## src/rtl/mc_ctrl_pkg.sv

```systemverilog
// Shared types and codes for the multi-cycle MIPS main controller.
// MC_CTRL_JUMP_EN enables the JUMP state and opcode 2.
package mc_ctrl_pkg;

  typedef enum logic [3:0] {
    ST_FETCH     = 4'd0,
    ST_DECODE    = 4'd1,
    ST_MEM_ADDR  = 4'd2,
    ST_MEM_READ  = 4'd3,
    ST_WB_LOAD   = 4'd4,
    ST_MEM_WRITE = 4'd5,
    ST_EXEC_R    = 4'd6,
    ST_WB_R      = 4'd7,
    ST_BRANCH    = 4'd8,
    ST_EXEC_I    = 4'd9,
    ST_WB_I      = 4'd10,
    ST_JUMP      = 4'd11
  } state_e;

  localparam logic [5:0] OP_R     = 6'd0;
  localparam logic [5:0] OP_J     = 6'd2;
  localparam logic [5:0] OP_BEQ   = 6'd4;
  localparam logic [5:0] OP_BNE   = 6'd5;
  localparam logic [5:0] OP_ADDI  = 6'd8;
  localparam logic [5:0] OP_SLTIU = 6'd11;
  localparam logic [5:0] OP_ORI   = 6'd13;
  localparam logic [5:0] OP_LUI   = 6'd15;
  localparam logic [5:0] OP_LW    = 6'd35;
  localparam logic [5:0] OP_SW    = 6'd43;

  localparam logic [2:0] ALU_RTYPE = 3'b000;
  localparam logic [2:0] ALU_ADD   = 3'b001;
  localparam logic [2:0] ALU_SLTIU = 3'b010;
  localparam logic [2:0] ALU_SUB   = 3'b011;
  localparam logic [2:0] ALU_LUI   = 3'b100;
  localparam logic [2:0] ALU_OR    = 3'b101;
  localparam logic [2:0] ALU_BNE   = 3'b111;

  localparam logic [1:0] SRCB_REG    = 2'b00;
  localparam logic [1:0] SRCB_FOUR   = 2'b01;
  localparam logic [1:0] SRCB_IMM    = 2'b10;
  localparam logic [1:0] SRCB_BRANCH = 2'b11;

  localparam logic [1:0] PCS_ALU    = 2'b00;
  localparam logic [1:0] PCS_ALUOUT = 2'b01;
  localparam logic [1:0] PCS_JUMP   = 2'b10;

`ifdef MC_CTRL_JUMP_EN
  localparam logic JUMP_EN = 1'b1;
`else
  localparam logic JUMP_EN = 1'b0;
`endif

  typedef struct packed {
    logic       pc_write;
    logic       pc_write_cond;
    logic       branch_ne;
    logic       i_or_d;
    logic       mem_read;
    logic       mem_write;
    logic       ir_write;
    logic       mem_to_reg;
    logic       reg_dst;
    logic       reg_write;
    logic       alu_src_a;
    logic [1:0] alu_src_b;
    logic [2:0] alu_op;
    logic [1:0] pc_source;
    logic       imm_zext;
    logic       illegal;
  } ctrl_t;

  function automatic logic op_is_legal(input logic [5:0] op);
    logic legal;
    case (op)
      OP_R, OP_BEQ, OP_BNE, OP_ADDI, OP_SLTIU,
      OP_ORI, OP_LUI, OP_LW, OP_SW: legal = 1'b1;
      OP_J:                         legal = JUMP_EN;
      default:                      legal = 1'b0;
    endcase
    return legal;
  endfunction

endpackage

```

## src/rtl/mc_ctrl_decode.sv

```systemverilog
// Combinational output decode for the multi-cycle controller: state,
// opcode and memory-ready in, datapath control word out.
module mc_ctrl_decode
  import mc_ctrl_pkg::*;
(
  input  state_e     state_i,
  input  logic [5:0] op_i,
  input  logic       mem_ready_i,
  output ctrl_t      ctrl_o
);

  // control word per state; unlisted signals stay 0
  always_comb begin
    ctrl_o = '0;
    case (state_i)
      ST_FETCH: begin
        ctrl_o.mem_read  = 1'b1;
        ctrl_o.alu_src_b = SRCB_FOUR;
        ctrl_o.alu_op    = ALU_ADD;
        ctrl_o.ir_write  = mem_ready_i;
        ctrl_o.pc_write  = mem_ready_i;
      end
      ST_DECODE: begin
        ctrl_o.alu_src_b = SRCB_BRANCH;
        ctrl_o.alu_op    = ALU_ADD;
        ctrl_o.illegal   = ~op_is_legal(op_i);
      end
      ST_MEM_ADDR: begin
        ctrl_o.alu_src_a = 1'b1;
        ctrl_o.alu_src_b = SRCB_IMM;
        ctrl_o.alu_op    = ALU_ADD;
      end
      ST_MEM_READ: begin
        ctrl_o.mem_read = 1'b1;
        ctrl_o.i_or_d   = 1'b1;
      end
      ST_WB_LOAD: begin
        ctrl_o.reg_write  = 1'b1;
        ctrl_o.mem_to_reg = 1'b1;
      end
      ST_MEM_WRITE: begin
        ctrl_o.mem_write = 1'b1;
        ctrl_o.i_or_d    = 1'b1;
      end
      ST_EXEC_R: begin
        ctrl_o.alu_src_a = 1'b1;
        ctrl_o.alu_src_b = SRCB_REG;
        ctrl_o.alu_op    = ALU_RTYPE;
      end
      ST_WB_R: begin
        ctrl_o.reg_write = 1'b1;
        ctrl_o.reg_dst   = 1'b1;
      end
      ST_BRANCH: begin
        ctrl_o.alu_src_a     = 1'b1;
        ctrl_o.alu_src_b     = SRCB_REG;
        ctrl_o.pc_write_cond = 1'b1;
        ctrl_o.pc_source     = PCS_ALUOUT;
        if (op_i == OP_BNE) begin
          ctrl_o.alu_op    = ALU_BNE;
          ctrl_o.branch_ne = 1'b1;
        end else begin
          ctrl_o.alu_op    = ALU_SUB;
        end
      end
      ST_EXEC_I: begin
        ctrl_o.alu_src_a = 1'b1;
        ctrl_o.alu_src_b = SRCB_IMM;
        ctrl_o.imm_zext  = (op_i == OP_ORI);
        case (op_i)
          OP_SLTIU: ctrl_o.alu_op = ALU_SLTIU;
          OP_ORI:   ctrl_o.alu_op = ALU_OR;
          OP_LUI:   ctrl_o.alu_op = ALU_LUI;
          default:  ctrl_o.alu_op = ALU_ADD;
        endcase
      end
      ST_WB_I: begin
        ctrl_o.reg_write = 1'b1;
      end
      ST_JUMP: begin
        // unreachable unless the jump build is selected
        ctrl_o.pc_write  = JUMP_EN;
        ctrl_o.pc_source = JUMP_EN ? PCS_JUMP : PCS_ALU;
      end
      default: ctrl_o = '0;
    endcase
  end

endmodule

```

## src/rtl/multicycle_ctrl.sv

```systemverilog
// Main control FSM for the multi-cycle MIPS datapath (state register and
// next-state logic). MC_CTRL_JUMP_EN enables the JUMP state for opcode 2.
module multicycle_ctrl
  import mc_ctrl_pkg::*;
(
  input  logic       clk_i,
  input  logic       rst_i,
  input  logic [5:0] op_i,
  input  logic       mem_ready_i,
  output logic       pc_write_o,
  output logic       pc_write_cond_o,
  output logic       branch_ne_o,
  output logic       i_or_d_o,
  output logic       mem_read_o,
  output logic       mem_write_o,
  output logic       ir_write_o,
  output logic       mem_to_reg_o,
  output logic       reg_dst_o,
  output logic       reg_write_o,
  output logic       alu_src_a_o,
  output logic [1:0] alu_src_b_o,
  output logic [2:0] alu_op_o,
  output logic [1:0] pc_source_o,
  output logic       imm_zext_o,
  output logic [3:0] state_o,
  output logic       illegal_o
);

  state_e state_r;
  state_e state_next_s;
  ctrl_t  ctrl_s;
  ctrl_t  ctrl_gated_s;

  // state register
  always_ff @(posedge clk_i) begin
    if (rst_i) begin
      state_r <= ST_FETCH;
    end else begin
      state_r <= state_next_s;
    end
  end

  // next-state logic; memory states hold until the access completes
  always_comb begin
    state_next_s = ST_FETCH;
    case (state_r)
      ST_FETCH:     state_next_s = mem_ready_i ? ST_DECODE : ST_FETCH;
      ST_DECODE: begin
        case (op_i)
          OP_R:                                 state_next_s = ST_EXEC_R;
          OP_LW, OP_SW:                         state_next_s = ST_MEM_ADDR;
          OP_BEQ, OP_BNE:                       state_next_s = ST_BRANCH;
          OP_ADDI, OP_SLTIU, OP_ORI, OP_LUI:    state_next_s = ST_EXEC_I;
`ifdef MC_CTRL_JUMP_EN
          OP_J:                                 state_next_s = ST_JUMP;
`endif
          default:                              state_next_s = ST_FETCH;
        endcase
      end
      ST_MEM_ADDR: begin
        if (op_i == OP_LW) begin
          state_next_s = ST_MEM_READ;
        end else begin
          state_next_s = ST_MEM_WRITE;
        end
      end
      ST_MEM_READ:  state_next_s = mem_ready_i ? ST_WB_LOAD : ST_MEM_READ;
      ST_MEM_WRITE: state_next_s = mem_ready_i ? ST_FETCH : ST_MEM_WRITE;
      ST_EXEC_R:    state_next_s = ST_WB_R;
      ST_EXEC_I:    state_next_s = ST_WB_I;
      default:      state_next_s = ST_FETCH;
    endcase
  end

  mc_ctrl_decode u_decode (
    .state_i     (state_r),
    .op_i        (op_i),
    .mem_ready_i (mem_ready_i),
    .ctrl_o      (ctrl_s)
  );

  assign ctrl_gated_s    = rst_i ? '0 : ctrl_s;
  assign state_o         = rst_i ? 4'd0 : state_r;

  assign pc_write_o      = ctrl_gated_s.pc_write;
  assign pc_write_cond_o = ctrl_gated_s.pc_write_cond;
  assign branch_ne_o     = ctrl_gated_s.branch_ne;
  assign i_or_d_o        = ctrl_gated_s.i_or_d;
  assign mem_read_o      = ctrl_gated_s.mem_read;
  assign mem_write_o     = ctrl_gated_s.mem_write;
  assign ir_write_o      = ctrl_gated_s.ir_write;
  assign mem_to_reg_o    = ctrl_gated_s.mem_to_reg;
  assign reg_dst_o       = ctrl_gated_s.reg_dst;
  assign reg_write_o     = ctrl_gated_s.reg_write;
  assign alu_src_a_o     = ctrl_gated_s.alu_src_a;
  assign alu_src_b_o     = ctrl_gated_s.alu_src_b;
  assign alu_op_o        = ctrl_gated_s.alu_op;
  assign pc_source_o     = ctrl_gated_s.pc_source;
  assign imm_zext_o      = ctrl_gated_s.imm_zext;
  assign illegal_o       = ctrl_gated_s.illegal;

endmodule

```

## config.mk

```make
export PLATFORM = sky130hd
export DESIGN_NAME = multicycle_ctrl
export DESIGN_NICKNAME = d
export VERILOG_FILES = /design/src/rtl/mc_ctrl_pkg.sv /design/src/rtl/mc_ctrl_decode.sv /design/src/rtl/multicycle_ctrl.sv
export SDC_FILE = /design/constraint.sdc
export NUM_CORES = 1
export LEC_CHECK = 0
export CORE_AREA = 2 2 45 47
export CTS_CLUSTER_DIAMETER = 60
export DETAILED_ROUTE_END_ITERATION = 6
export DIE_AREA = 0 0 47 49
export PLACE_DENSITY = 0.77
export SLEW_MARGIN = 15
export SYNTH_ARGS = -nofsm -noshare
export SYNTH_HDL_FRONTEND = slang
export SYNTH_SLANG_ARGS = --single-unit
```

## constraint.sdc

```tcl
create_clock -name clk_i -period 2.7 [get_ports clk_i]
set_input_delay 0.81 -clock clk_i [delete_from_list [all_inputs] [get_ports clk_i]]
set_output_delay 0.81 -clock clk_i [all_outputs]
set_load 0.005 [all_outputs]
```

**Yosys cells after proc, flatten, opt, wreduce, memory -nomap -nowiden**

Cells that the tools add are included.

- Output and inout bits: 24
- Word-level logic and storage cells: 56
- Flip-flop bits (word level): 4

- Reductions and logical operators: 10
- Eq/ne operators: 18
- Multiplexer cells: 26
- Bitwise gates (word level): 1

Operators by type and width:

| operator | count |
|---|---|
| $pmux 4 s7 | 1 |
| $pmux 5 s5 | 1 |
| $eq 6x4->1 const B | 4 |
| $mux 20 | 1 |
| $eq 4x3->1 const B | 4 |
| $pmux 4 s4 | 1 |
| $mux 1 | 15 |
| $eq 4x4->1 const B | 3 |
| $eq 6x3->1 const B | 2 |
| $eq 6x6->1 const B | 2 |
| $mux 3 | 4 |
| $pmux 3 s3 | 1 |
| $reduce_or 9->1 | 1 |
| $eq 4x2->1 const B | 2 |
| $reduce_or 2->1 | 4 |
| $reduce_or 4->1 | 2 |
| $logic_not 6->1 | 1 |
| $eq 4x1->1 const B | 1 |
| $logic_not 4->1 | 1 |
| $mux 4 | 1 |
| $reduce_or 3->1 | 1 |
| $mux 2 | 1 |
| $not 1->1 | 1 |

**Longest topological paths before layout**

- Depth in word-level cells: 7
- Mapped depth: 6

**Hierarchy**

From an unflattened synthesis, not the netlist that was laid out.

- Cells, all modules: 120
- Area, all modules: 825.8 um^2

By module, submodules not included:

| module | sequential area each (um^2) | cells an instance | area an instance (um^2) | instances |
|---|---|---|---|---|
| multicycle_ctrl | 80.1 | 68 | 485.5 | 1 |
| mc_ctrl_decode | 0.0 | 52 | 340.3 | 1 |

**Worst setup path before layout**

No wires, ideal clock.

- Path kind: input -> output
- Start point: input port rst_i
- End point: output port pc_write_o
- Stages on the path: 4
- Data required time: 1.890 ns
- Buffers on the path: 2
- Slack: 0.120 ns
- Data arrival time: 1.770 ns
- Cell sequence: clkbuf_1 > or3_1 > nor3_1 > buf_4

- Cells in the longest elaborated chain, start to end: 1

RTL lines:

| what | RTL line | text |
|---|---|---|
| from (decl) | multicycle_ctrl.sv:7 | `input logic rst_i,` |
| $mux 20 | multicycle_ctrl.sv:82 | `assign ctrl_gated_s = rst_i ? '0 : ctrl_s;` |
| to (decl) | multicycle_ctrl.sv:10 | `output logic pc_write_o,` |

No other way between the ends.

**Final worst setup path**

- Start point: input port op_i[2]
- End point: output port illegal_o

- Cells in the longest elaborated chain, start to end: 7
- Elaborated cells between the ends (all ways): 15
- Those cells by class: eq/ne (8); mux (4); bitwise (1); reduce/logical (2)

RTL lines:

| what | RTL line | text |
|---|---|---|
| from (decl) | multicycle_ctrl.sv:8 | `input logic [5:0] op_i,` |
| $eq 6x6->1, or another cell as far along | mc_ctrl_pkg.sv:75 | `case (op)` |
| $reduce_or 9->1 (*) | mc_ctrl_pkg.sv:75 |  |
| $mux 1 (*) | mc_ctrl_pkg.sv:75 |  |
| $mux 1 (*) | mc_ctrl_decode.sv:15 | `case (state_i)` |
| $not 1->1 (*) | mc_ctrl_decode.sv:26 | `ctrl_o.illegal = ~op_is_legal(op_i);` |
| $mux 1 (*) | mc_ctrl_decode.sv:15 |  |
| $mux 20 (*) | multicycle_ctrl.sv:82 |  |
| to (decl) | multicycle_ctrl.sv:26 | `output logic illegal_o` |

Mark *: on every way between the ends. The rest lies on a longest branch, timed or not. The select of a mux whose other input is x is not followed.

==> out/metrics.cfg <==
[drt]
drc_errors=0
wl_met1_um=958
topRoutingLayerUsed=met4
totalWireLength_um=2350
routed_via_density=5.41
drt_pass1_iterations=4
wl_met3_um=127
drt_iter0_drc=20
wl_per_cell_um=12.9
ant_nets=0
via_count=984
wl_met2_um=1240

[hold_path]
hp-class=reg -> reg

[clock_tree]
clock-sinks=4
htreeDepth=1
ctsLongestPathBuffers=2
hold_buffers=0
cts_made_buffers=3
clk_latency_ns=0.23
clk_pin_slew_ns=0.04
cts_tree=yes
ctsRootBufferMaster=clkbuf_4

[grt]
antenna_found_initial=0
grt_pass1_wl_um=3610
grt_usage=0.205
grt_max_degree=13
grt_pass1_vias=872
grt-ovfl-total=0

[sta]
hold_violations=0
max_freq_mhz=370
setup_viol=0
maxSlewViolCount=0
rsz0062_at_grt=yes
period_share=1.00
fin_worst_skew_ns=0.00183
fin_hold_ws_ns=0.610
period_minus_slack_ns=2.70

[critical_path]
worst_ep_arrival_time_ns=1.89
max_stage_delay_ns=0.31
critPathBufInv=2
setup.worst_path.end_class=output pin
worstPathRequired_ns=1.89
path_delay_family=buffers and inverters
crit_chain=dlygate4sd2_1, nor2b_1, o21bai_1, a21oi_2, nor4_2, clkbuf_2
cp_max_fo=7
critPathKind=in -> out
startpoint_type=input port
slowest_stage=dlygate4sd2_1

[layout]
nets=166
n_fill_cell=178
largest-register=state_r
stdcell_area_mm2=0.00119
area_delta_synth_final_pct=75.9
instances_no_fill=182
largest_reg_flops=4
reg.largest.list=state_r x4
final_layout_size_suffix_gt1_frac=0.432
num_antenna_cells=0
final_core_util=0.649

[pwr]
intPower_w=0.000167
p_clk_frac=0.301
power.switching_w=0.0000760
ir_drop_v=0.000320
power_density_mw_per_mm2=203
seq_power_share=0.259
power.share.switching=0.312
power_w=0.000243
p_leak_nw=0.512
p_comb_frac=0.440

[logic_synthesis]
synth_edf_count=0
synth_cell_types=40
synth_seq_cells=4
syn_area_um2=679
syn_inst=103
avgSynthCellArea_um2=6.60
ys_seq_area_frac=0.118
synthesis.nets=112
synth_warnings=0
synthFlopType=dfxtp_1
synth-async-reset-ratio=0

[outcome]
status=finished clean

[place]
gp_congestion=0.809
hpwl_um=1800
dp.cells=176
place_area_mm2=0.00116
numPortBuffers=31

[floorplan]
row_count=16
ioPinCount=33
start_util=0.369
die_w_um=47
core_area_mm2=0.00184
die_h_um=49
fp.dieArea_mm2=0.00230

[flow_run]
maxCapViolations=0

## final cells by class
class	count	area (um^2)	area share
clock buffers	3	22.5	0.0188
inverters	1	3.75	0.00314
multi-input cells	85	581	0.486
flip-flops and latches	4	86.3	0.0723
well taps	27	33.8	0.0283
repair buffers	62	468	0.392
## worst paths after layout
check                              from               endpoint  slack (ns)  cells after the start
setup / recovery                op_i[2]              illegal_o      0.0004                      6
hold / removal    state_r[2]$_SDFF_PP0_  state_r[2]$_SDFF_PP0_        0.61                      2
setup reg to reg  state_r[0]$_SDFF_PP0_  state_r[1]$_SDFF_PP0_        1.09                      5
hold reg to reg   state_r[2]$_SDFF_PP0_  state_r[2]$_SDFF_PP0_        0.61                      2
## power by group through the flow
stage	registers (W)	clock network, W	logic [W]
2_1_floorplan	0.0000631	0	0.0000446
3_3_place_gp	0.0000643	0	0.0000988
3_5_place_dp	0.0000644	0	0.000101
4_1_cts	0.0000637	0.0000751	0.000101
5_1_grt	0.0000629	0.0000804	0.000115
6_report	0.0000629	0.0000732	0.000107
## worst reg2reg max path, stage by stage, from the launching register on
cell	delay [ns]
dfxtp_1	0.45
buf_4	0.20
nand2b_1	0.17
a311o_1	0.39
nor3_1	0.21
a31o_2	0.13
## cell families (layout without fill, tap and decap cells)
logic type      after synthesis  after routing  share of synthesized area
compound gates               25             25                      0.254
xor+xnor                      1              1                     0.0129
buf+inv                      14             66                      0.114
flops                         4              4                      0.118
mux                           2              2                     0.0295
other cells                   1              1                    0.00552
simple gates                 56             56                      0.466
## cell usage after synthesis, types with 2 or more instances
master	count	area, um^2
or2_2	2	12.5
clkbuf_1	5	18.8
nand4_1	3	18.8
nor2b_1	5	31.3
dfxtp_1	4	80.1
nor3_1	13	65.1
nor4_1	2	12.5
a21oi_1	6	30.0
nand2_1	3	11.3
nand2b_1	8	50.1
buf_2	2	10.0
or3_1	5	31.3
nor2_1	10	37.5
mux2i_1	2	20.0
buf_4	4	30.0
o21ai_0	5	25.0
## cell usage in the layout, fill, tap and decap left out, types with 2 or more instances in the layout
cell / count
nand2b_1: 8
dlygate4sd2_1: 8
nand4_1: 3
nor4_2: 2
dfxtp_2: 2
nor2_2: 4
nand2_1: 3
clkbuf_2: 7
mux2i_1: 2
nor3_2: 2
o21ai_0: 4
clkbuf_4: 3
nor3_1: 10
clkdlybuf4s50_1: 9
buf_4: 31
or2_2: 2
nor2b_1: 5
buf_2: 6
nor2_1: 6
a21oi_1: 5
or3_1: 4
## per-stage QoR
step | TNS, ns | setup WS, ns
6_report | 0 | 0.000386
5_1_grt | -0.0952 | -0.0952
4_1_cts | -0.141 | -0.141
3_5_place_dp | -10.98 | -0.657
3_3_place_gp | -10.33 | -0.620
2_1_floorplan | 0 | 0.120
## repair_timing
action                                  4_1_cts  5_1_grt
endpoints found under the setup margin       23       10
pin swaps                                     7        8
resized for setup                            49       25
setup buffers                                 2        2
## layer usage
| layer | vias up | GRT usage |
|---|---|---|
| li1 | 480 | - |
| met1 | 464 | 0.236 |
| met2 | 38 | 0.372 |
| met3 | 2 | 0.0630 |
| met4 | 0 | 0.0139 |
| met5 | - | 0 |
Note: power is estimated with default switching activity, not from simulation.
